[src/rtl/unidade_de_busca_pkg.sv]
// Shared definitions for the fetch unit: opcode constants, where the opcode
// field sits in an instruction word, the fetch FSM state type and the
// program-counter next-address selector.
package pacote_processador;

  localparam int OP_MSB = 31;
  localparam int OP_LSB = 27;

  localparam logic [4:0] OP_JUMP = 5'd16;
  localparam logic [4:0] OP_HALT = 5'd18;

  typedef enum logic [1:0] {
    INICIO   = 2'd0,
    BUSCANDO = 2'd1,
    PARADO   = 2'd2
  } estado_t;

  typedef enum logic [1:0] {
    PC_MANTER      = 2'd0,
    PC_INCREMENTAR = 2'd1,
    PC_SALTAR      = 2'd2,
    PC_DESVIAR     = 2'd3
  } pc_sel_t;

  function automatic logic [4:0] opcode_de(input logic [31:0] instr);
    return instr[OP_MSB:OP_LSB];
  endfunction

endpackage

[src/rtl/unidade_de_busca_contador.sv]
// Program counter register with its next-address mux. The fetch FSM picks
// the source; this block only applies it.
module contador_de_programa
  import pacote_processador::*;
#(
  parameter logic [31:0] ENDERECO_INICIAL = 32'd1
) (
  input  logic        clock,
  input  logic        reset,
  input  pc_sel_t     sel,
  input  logic [31:0] alvo_salto,
  input  logic [31:0] alvo_desvio,
  output logic [31:0] pc
);

  logic [31:0] pc_prox;

  // Next-address selection; increment wraps naturally at 32 bits.
  always_comb begin
    pc_prox = pc;
    case (sel)
      PC_MANTER:      pc_prox = pc;
      PC_INCREMENTAR: pc_prox = pc + 32'd1;
      PC_SALTAR:      pc_prox = alvo_salto;
      PC_DESVIAR:     pc_prox = alvo_desvio;
      default:        pc_prox = pc;
    endcase
  end

  // PC register.
  always_ff @(posedge clock or posedge reset) begin
    if (reset) pc <= ENDERECO_INICIAL;
    else       pc <= pc_prox;
  end

endmodule

[src/rtl/unidade_de_busca.sv]
// Instruction fetch unit: drives the word address to instruction memory,
// registers the returned word for decode, follows direct jumps, stops on halt
// and accepts redirects from execute.
// Optional macro BUSCA_CONTADORES_EN adds fetch and stall event counters.
//
// state    | meaning
// INICIO   | first cycle after reset, memory settling; PC held, nothing issued
// BUSCANDO | fetching one word per cycle unless stalled
// PARADO   | halt retired; PC frozen until a redirect or reset
module unidade_de_busca
  import pacote_processador::*;
#(
  parameter logic [31:0] ENDERECO_INICIAL = 32'd1
) (
  input  logic        clock,
  input  logic        reset,
  output logic [31:0] endereco,
  input  logic [31:0] instrucao,
  input  logic        parar,
  input  logic        desvio_valido,
  input  logic [31:0] desvio_alvo,
  output logic [31:0] instrucao_saida,
  output logic [31:0] pc_saida,
  output logic        valido,
  output logic        parado
`ifdef BUSCA_CONTADORES_EN
  ,
  output logic [31:0] total_buscas,
  output logic [31:0] total_paradas
`endif
);

  estado_t     estado, estado_prox;
  pc_sel_t     pc_sel;
  logic        carregar;
  logic        anular;
  logic [31:0] pc;
  logic [4:0]  opcode;
  logic [31:0] alvo_salto;

  assign opcode     = opcode_de(instrucao);
  assign alvo_salto = {5'd0, instrucao[26:0]};
  assign endereco   = pc;

  contador_de_programa #(
    .ENDERECO_INICIAL(ENDERECO_INICIAL)
  ) u_pc (
    .clock      (clock),
    .reset      (reset),
    .sel        (pc_sel),
    .alvo_salto (alvo_salto),
    .alvo_desvio(desvio_alvo),
    .pc         (pc)
  );

  // State register.
  always_ff @(posedge clock or posedge reset) begin
    if (reset) estado <= INICIO;
    else       estado <= estado_prox;
  end

  // Next state: redirect always lands in BUSCANDO; a stall freezes the state.
  always_comb begin
    estado_prox = estado;
    if (desvio_valido) begin
      estado_prox = BUSCANDO;
    end else begin
      case (estado)
        INICIO:   estado_prox = BUSCANDO;
        BUSCANDO: if (!parar && opcode == OP_HALT) estado_prox = PARADO;
        PARADO:   estado_prox = PARADO;
        default:  estado_prox = INICIO;
      endcase
    end
  end

  // Control outputs: PC source, output-register load and squash.
  always_comb begin
    pc_sel   = PC_MANTER;
    carregar = 1'b0;
    anular   = 1'b0;
    if (desvio_valido) begin
      pc_sel = PC_DESVIAR;
      anular = 1'b1;
    end else begin
      case (estado)
        BUSCANDO: begin
          if (!parar) begin
            carregar = 1'b1;
            if (opcode == OP_JUMP)      pc_sel = PC_SALTAR;
            else if (opcode == OP_HALT) pc_sel = PC_MANTER;
            else                        pc_sel = PC_INCREMENTAR;
          end
        end
        PARADO:  anular = 1'b1;
        default: ;
      endcase
    end
  end

  // Decode-facing registers; the word and its address only change on a load.
  always_ff @(posedge clock or posedge reset) begin
    if (reset) begin
      instrucao_saida <= '0;
      pc_saida        <= '0;
      valido          <= 1'b0;
    end else if (carregar) begin
      instrucao_saida <= instrucao;
      pc_saida        <= pc;
      valido          <= 1'b1;
    end else if (anular) begin
      valido          <= 1'b0;
    end
  end

  // Halt flag rises one cycle after entering PARADO, so the halt word itself
  // is delivered with valido=1 before parado is reported.
  always_ff @(posedge clock or posedge reset) begin
    if (reset) parado <= 1'b0;
    else       parado <= (estado == PARADO) && !desvio_valido;
  end

`ifdef BUSCA_CONTADORES_EN
  // Event counters, free-running modulo 2^32.
  always_ff @(posedge clock or posedge reset) begin
    if (reset) begin
      total_buscas  <= '0;
      total_paradas <= '0;
    end else begin
      if (carregar)                      total_buscas  <= total_buscas + 32'd1;
      if (estado == BUSCANDO && parar)   total_paradas <= total_paradas + 32'd1;
    end
  end
`endif

endmodule

[config.mk]
export PLATFORM = sky130hd
export DESIGN_NAME = unidade_de_busca
export DESIGN_NICKNAME = d
export VERILOG_FILES = /design/src/rtl/unidade_de_busca_pkg.sv /design/src/rtl/unidade_de_busca_contador.sv /design/src/rtl/unidade_de_busca.sv
export SDC_FILE = /design/constraint.sdc
export NUM_CORES = 1
export LEC_CHECK = 0
export CORE_MARGIN = 2
export CORE_UTILIZATION = 42
export DETAILED_ROUTE_END_ITERATION = 10
export PLACE_DENSITY_LB_ADDON = 0.25
export SLEW_MARGIN = 25
export SYNTH_ARGS = -nofsm -noshare
export SYNTH_HDL_FRONTEND = slang
export SYNTH_SLANG_ARGS = --single-unit
[constraint.sdc]
create_clock -name clock -period 3.1 [get_ports clock]
set_clock_uncertainty 0.1 [all_clocks]
set_input_delay 0.62 -clock clock [delete_from_list [all_inputs] [get_ports clock]]
set_output_delay 0.62 -clock clock [all_outputs]
set_load 0.01 [all_outputs]
Word-level counts from Yosys, hierarchy flattened
Index checks and enable logic that the tools add are counted.
Storage, ports and cells
  bits in registers: 100
  bits in latches: 0
  RAM bits: 0
  ROM bits: 0
  memories: 0
Cells by class
  add/subtract/negate cells: 1
  multipliers: 0
  divide/modulo/power cells: 0
  magnitude comparators: 0
  equality and inequality tests: 8
  shifts and indexed selects: 0
  mux-type cells: 16
  bitwise gates (word level): 0
  reduce and logical (&&, ||, !) cells: 7
Operators with widths (number)
  one-hot mux 32 bit (3 select lines): 1
  adder 32 x 1 -> 32 bit (second input constant): 1
  two-way mux 2 bit: 6
  equality test 5 bit (second input constant): 2
  two-way mux 1 bit: 8
  equality test 2 bit (second input constant): 3
  one-hot mux 2 bit (3 select lines): 1
  equality test 2 x 1 -> 1 bit (second input constant): 2
  logical NOT 2 bit: 2
  != test 3 bit (second input constant): 1
  logical AND 1 bit: 2
  logical NOT 1 bit: 2
  nonzero test 2 bit: 1

Logic depth before layout (Yosys ltp)
Gate-level depths: netlist of run 1.
  word-level depth: 8
  gate-level depth with buffers: 9

Cells and area by module
From an unflattened synthesis of run 1, not the netlist that was laid out.
Second synthesis, totals
  cell total of the unflattened synthesis: 424
  area total of the unflattened synthesis: 4953.5 um2
By module, submodules not included
  unidade_de_busca: instances 1, cells each 165, area each 2642.5 um2, seq. area each 1701.6 um2
  contador_de_programa: instances 1, cells each 259, area each 2311.0 um2, seq. area each 802.0 um2

Least setup slack after synthesis of run 1
No wires, ideal clock.
  path kind: input to register
  start: input port instrucao[27]
  end: register u_pc.pc[25]
  library setup time: 0.124 ns
  data arrival time: 2.098 ns
  required time: 2.876 ns
  setup slack: 0.778 ns
  stages on the path: 6
  path buffers: 2
  cell sequence: or4b_1 buf_2 o31ai_4 buf_6 o41ai_1 a211o_1
On the way
  word-level cells in the longest chain between the ends: 8
Ends and longest elaborated chain
  from (decl): RTL line unidade_de_busca.sv:18  | input logic [31:0] instrucao,
  equality test 5 bit: RTL line unidade_de_busca.sv:91  | else if (opcode == OP_HALT) pc_sel = PC_MANTER;
  two-way mux 1 bit: RTL line unidade_de_busca.sv:91
  two-way mux 2 bit (*): RTL line unidade_de_busca.sv:90  | if (opcode == OP_JUMP) pc_sel = PC_SALTAR;
  two-way mux 2 bit (*): RTL line unidade_de_busca.sv:88  | if (!parar) begin
  two-way mux 2 bit (*): RTL line unidade_de_busca.sv:86  | case (estado)
  two-way mux 2 bit (*): RTL line unidade_de_busca.sv:82  | if (desvio_valido) begin
  equality test 2 bit or equality test 2 x 1 -> 1 bit (tied branches): RTL line unidade_de_busca_contador.sv:21  | case (sel)
  one-hot mux 32 bit (3 select lines): RTL line unidade_de_busca_contador.sv:21
  to (signal assigned): RTL line unidade_de_busca_contador.sv:33  | else pc <= pc_prox;
  to (decl): RTL line unidade_de_busca_contador.sv:13  | output logic [31:0] pc
Mark *: on every way between the ends. The rest lies on a longest branch, timed or not.
A chain may end at the register's enable or synchronous reset.

Worst setup path in the final report of run 1
  start: input port instrucao[27]
  end: register u_pc.pc[9]
Same word-level chain as after synthesis.

==> flow_summary.json, run 1 <==
{
  "status": "finished with violations",
  "violations": "DRC",
  "antenna_left": 0,
  "root_buffer": "clkbuf_16",
  "place_area_sq_um": 6880,
  "ys.flop_type": "dfrtp_1",
  "p_switching_mw": 1.96,
  "grt_max_degree": 63,
  "htree_levels": 3,
  "multiInputGateArea_sq_um": 2320,
  "chipHeight_microns": 113,
  "fin_total_pwr_mw": 6.11,
  "avgSynthCellArea_sq_um": 11.1,
  "ys_ff_latch": 100,
  "drc_errors": 12,
  "core_area_sq_um": 11500,
  "leakagePower_nw": 2.80,
  "synthesis.area_sq_um": 4990,
  "rows": 39,
  "viasPerCell": 5.79,
  "p_comb_share_pct": 42.7,
  "ys_types": 56,
  "fin_nets": 689,
  "clock_latency_ps": 340,
  "cts_tree": "yes",
  "cts_hold_buffers": 0,
  "post-dp-hpwl_mm": 10.5,
  "cts_buffers": 9,
  "drt_wl_total_mm": 14.3,
  "grt_pass1_wl_mm": 23.3,
  "pwr-share-seq_pct": 37.6,
  "gp_congestion": 0.839,
  "setup_viol": 0,
  "tightest_slew_ps": 735,
  "cts.sinks": 100,
  "grt.total_usage_pct": 22.8,
  "fillers": 969,
  "critPathMaxFanout": 15,
  "cap_violations": 0,
  "cts.clk_slew.worst_paths_ps": 70,
  "yosys_warnings": 0,
  "hold_class": "register to register",
  "n_antenna_cell": 0,
  "hold_viol_final": 0,
  "netSwitchingFraction_pct": 32.0,
  "synthArstFlopShare_pct": 100,
  "rsz0062_at_grt": "false",
  "synth-edff-count": 0,
  "layout_min_cycle_time_ps": 2660,
  "p_clk_share_pct": 19.7,
  "wl_per_cell_microns": 18.7,
  "slew_viol_final": 0,
  "p_int_mw": 4.15,
  "finalSetupTns_ps": 0,
  "final_area_sq_um": 7200,
  "worst_setup_path_end_kind": "register",
  "drt_iter0_markers": 249,
  "grt_overflow_total": 0,
  "area_growth_pct": 44.3,
  "io_buffers": 165,
  "crit_type": "input port to register",
  "initial_core_util_pct": 43.3,
  "yosysSeqAreaShare_pct": 50.2,
  "drive_above_1_share_pct": 18.0,
  "grt_pass1_vias": 4520,
  "clk_path_buf_depth": 2,
  "synth_cells": 448,
  "timing.slew.headroom_pct": 50.6,
  "die_area_sq_um": 12800,
  "io_pins": 166,
  "antenna_found_initial": 0,
  "regArea_sq_um": 2500,
  "synth_nets": 520,
  "die_x_microns": 113,
  "required_ps": 3200,
  "postCtsResizedCells": 0,
  "fin_crit_sh_pct": 85.9,
  "drt-pass1-iter-count": 7,
  "worstPathArrival_ps": 2760,
  "fmax_mhz": 376,
  "cts_setup_buffers": 0,
  "power.density_nw_per_um2": 849,
  "via_count": 4432,
  "peakVddDrop_v": 0.000405,
  "cp-start-kind": "input port"
}
-- cell families (layout without fill, tap and decap cells) --
kind of cell / Yosys count / count (layout) / share of synthesized area, %
AOI/OAI and AO/OA: 124 / 124 / 17.9
adders and majority gates: 4 / 4 / 1.00
buffers and inverters: 37 / 211 / 3.41
DFF: 100 / 100 / 50.2
muxes: 64 / 64 / 14.5
and+or+nand+nor: 119 / 119 / 13.0
-- sequential cells by signal, summed over array words and instances, names as in the netlist --
register,count
estado,2
instrucao_saida,32
parado,1
pc_saida,32
u_pc.pc,32
valido,1
-- critical path: stages --
cell	delay, ps
clkdlybuf4s50_1	460
or4b_1	760
o31ai_4	260
buf_4	240
a31oi_1	60
o21ai_0	200
o21ai_0	140
-- routing by layer --
| metal | share of wire (%) | up-vias | global-route usage, % |
|---|---|---|---|
| met3 | 7.2 | 8 | 5.41 |
| li1 | - | 2050 | - |
| met2 | 49 | 158 | 38.2 |
| met1 | 43 | 2216 | 30.0 |
| met5 | 0 | - | 0 |
| met4 | 0.92 | 0 | 5.69 |
-- synthesized netlist by cell type, types with 2 or more instances --
master / count / share of area, %
and4_1: 3 / 0.53
a22oi_1: 14 / 2.1
nor2b_1: 4 / 0.50
nand4_1: 11 / 1.4
nor3b_1: 2 / 0.30
a311o_1: 2 / 0.40
and2_1: 6 / 0.75
a221oi_2: 2 / 0.60
o311ai_0: 4 / 0.70
ha_1: 4 / 1.0
nand2_1: 32 / 2.4
a41oi_1: 3 / 0.53
o31a_1: 6 / 1.1
a21oi_1: 11 / 1.1
a22o_1: 6 / 1.1
o41a_1: 3 / 0.68
nand3_1: 18 / 1.8
nand2b_1: 3 / 0.38
o31ai_1: 6 / 0.90
a31oi_1: 10 / 1.3
buf_2: 13 / 1.3
or2_2: 2 / 0.25
nor2_1: 15 / 1.1
o41ai_1: 5 / 0.88
nor3_1: 4 / 0.40
buf_4: 2 / 0.30
o211ai_1: 6 / 0.90
dfrtp_1: 99 / 50
o21ai_1: 3 / 0.30
o21ai_0: 32 / 3.2
clkbuf_1: 10 / 0.75
or3_1: 2 / 0.25
nor4_1: 6 / 0.75
and3_1: 5 / 0.63
mux2_2: 64 / 14
inv_1: 10 / 0.75
-- cell usage in the layout, fill, tap and decap left out, types with 9 or more instances in the layout --
cell type | netlist | final
nor2_1 | 15 | 14
a21oi_1 | 11 | 11
buf_4 | 2 | 17
clkbuf_16 | 0 | 9
nand3_1 | 18 | 18
nand2_1 | 32 | 32
clkdlybuf4s50_1 | 0 | 164
inv_1 | 10 | 9
mux2_2 | 64 | 64
a31oi_1 | 10 | 10
dfrtp_1 | 99 | 99
a22oi_1 | 14 | 14
nand4_1 | 11 | 11
o21ai_0 | 32 | 32
-- metrics by stage --
step | hold slack, ps | utilization [%] | std cells | setup WS, ps
2_1_floorplan | 451 | - | 448 | 778
3_3_place_gp | 387 | 59.7 | 749 | 194
3_5_place_dp | 394 | 59.7 | 749 | 91.5
4_1_cts | 409 | 62.5 | 765 | 464
5_1_grt | 426 | 62.5 | 765 | 371
6_report | 407 | 62.5 | 765 | 437
-- path summary, 6_finish.rpt --
| kind | startpoint | to | slack (ps) | cells after the start |
|---|---|---|---|---|
| max in group asynchronous | reset | u_pc.pc[0]$_DFFE_PP1P_ | 1670 | 3 |
| worst min-delay path | pc_saida[12]$_DFFE_PP0P_ | pc_saida[12]$_DFFE_PP0P_ | 410 | 1 |
| worst max register to register | u_pc.pc[0]$_DFFE_PP1P_ | u_pc.pc[20]$_DFFE_PP0P_ | 560 | 6 |
| min in group asynchronous | reset | pc_saida[9]$_DFFE_PP0P_ | 540 | 2 |
| worst min register to register | pc_saida[12]$_DFFE_PP0P_ | pc_saida[12]$_DFFE_PP0P_ | 410 | 1 |
| worst max-delay path | instrucao[27] | u_pc.pc[9]$_DFFE_PP0P_ | 440 | 7 |
-- power groups by stage --
stage               Sequential (mW)  Combinational (mW)  Clock (mW)
CTS                            2.30                2.63        1.23
global route                   2.38                2.79        1.29
global placement               2.29                2.57           0
detailed placement             2.32                2.62           0
floorplan                      2.48               0.963           0
finish                         2.30                2.61        1.20
-- final cells by class --
class                           count  share of cell area [%]
Timing Repair Buffer              185                    25.5
Sequential cell                   100                    34.8
Inverter                           10                   0.574
Multi-Input combinational cell    311                    32.2
Clock inverter                      4                    1.01
Tap cell                          143                    2.49
Clock buffer                       12                    3.42
Power figures use the tool's default switching activity.
==> run 2: changes to the inputs <==
CORE_UTILIZATION = 40   (was 42)
==> flow_summary.json, run 2 (synthesis results as in run 1) <==
{
  "status": "finished, final reports clean",
  "rows": 40,
  "rsz0062_at_grt": "false",
  "drc_errors": 0,
  "grt_overflow_total": 0,
  "min_from": "pc_saida[25]$_DFFE_PP0P_",
  "cap_violations": 0,
  "grt.total_usage_pct": 22.1,
  "r2r_start": "u_pc.pc[0]$_DFFE_PP1P_",
  "die_area_sq_um": 13400,
  "drt-pass1-iter-count": 5,
  "worstPathArrival_ps": 2780,
  "clock_latency_ps": 350,
  "hold_viol_final": 0,
  "postCtsResizedCells": 0,
  "place_ws_ps": 130,
  "post-dp-hpwl_mm": 10.4,
  "antenna_left": 0,
  "drt_iter0_markers": 276,
  "fin_nets": 690,
  "hold_ws_ps": 407,
  "fin_total_pwr_mw": 6.05,
  "cts.sinks": 100,
  "mostFrequentLayoutCells": "clkdlybuf4s50_1, dfrtp_1, mux2_2",
  "required_ps": 3240,
  "drive_above_1_share_pct": 18.3,
  "initial_core_util_pct": 41.2,
  "worst_setup_path_end_kind": "register",
  "layout_commonest_cell": "clkdlybuf4s50_1",
  "antenna_found_initial": 0,
  "gp_congestion": 0.848,
  "finalSetupTns_ps": 0,
  "min_to": "pc_saida[25]$_DFFE_PP0P_",
  "chipHeight_microns": 116,
  "via_count": 4426,
  "cts_buffers": 9,
  "power.density_nw_per_um2": 838,
  "grt_pass1_wl_mm": 23.0,
  "clk_path_buf_depth": 2,
  "area_growth_pct": 44.8,
  "cts_tree": "yes",
  "leakagePower_nw": 2.80,
  "critPathMaxFanout": 15,
  "tightest_slew_ps": 679,
  "setup_viol": 0,
  "core_area_sq_um": 12100,
  "grt_pass1_vias": 4423,
  "slew_viol_final": 0,
  "layout_min_cycle_time_ps": 2640,
  "htree_levels": 3,
  "cts.clk_slew.worst_paths_ps": 70,
  "regToRegSetupSlack_ps": 590,
  "timing.slew.headroom_pct": 54.3,
  "fmax_mhz": 379,
  "io_pins": 166,
  "hold_class": "register to register",
  "wl_per_cell_microns": 18.2,
  "cp-start-kind": "input port",
  "io_buffers": 165,
  "hold_depth": 1,
  "reg2reg_depth": 6,
  "peakVddDrop_v": 0.000367,
  "worst_slack_ps": 461,
  "drt_wl_total_mm": 14.4,
  "cts_setup_buffers": 0,
  "root_buffer": "clkbuf_16",
  "grt_max_degree": 101,
  "fin_crit_sh_pct": 85.1,
  "viasPerCell": 5.60,
  "largestRegisters": "instrucao_saida x32, pc_saida x32, u_pc.pc x32",
  "r2r_end": "u_pc.pc[20]$_DFFE_PP0P_",
  "crit_type": "input port to register",
  "die_x_microns": 116,
  "cts_hold_buffers": 0,
  "crit_start": "instrucao[30]",
  "n_antenna_cell": 0
}
run 2: worst max-delay path by stage:
stage | endpoint | slack (ps) | depth (start not counted)
floorplan | u_pc.pc[25]$_DFFE_PP0P_ | 780 | 6
global placement | u_pc.pc[4]$_DFFE_PP0P_ | 190 | 6
detailed placement | u_pc.pc[4]$_DFFE_PP0P_ | 130 | 6
CTS | u_pc.pc[14]$_DFFE_PP0P_ | 490 | 6
global route | u_pc.pc[14]$_DFFE_PP0P_ | 340 | 6
finish | u_pc.pc[14]$_DFFE_PP0P_ | 460 | 6
run 2: metal layers:
metal	wire [microns]	up-vias	track usage (%)
met3	927	19	4.55
met2	6780	163	35.6
met5	0	-	0
met1	6450	2187	29.7
met4	259	0	8.25
li1	-	2057	-
run 2: area by class of cell:
class	instances	area [sq um]
clock inverters	4	47.5
fillers	1058	4890
inverters	10	41.3
flip-flops and latches	100	2500
repair buffers	186	1840
multi-input cells	311	2320
well taps	168	210
clock buffers	12	256
run 2: power by group:
part	total, mW	internal, mW	leakage [nW]	switching [mW]
Combinational	2.60	1.57	1.46	1.03
Clock	1.15	0.668	0.149	0.487
Sequential	2.30	1.85	1.18	0.449
Total	6.05	4.09	2.80	1.97
run 2: stage by stage:
stage | utilization [%] | instance area (sq um) | instances
2_1_floorplan | - | 4990 | 448
4_1_cts | 59.6 | 7220 | 791
3_3_place_gp | 57.1 | 6920 | 775
5_1_grt | 59.6 | 7220 | 791
6_report | 59.6 | 7220 | 791
3_5_place_dp | 57.1 | 6920 | 775
run 2: critical path: stages:
cell and delay (ps):
clkdlybuf4s50_1 470, or4b_1 750, o22ai_2 380, buf_4 260
o311ai_0 150, o311ai_0 130
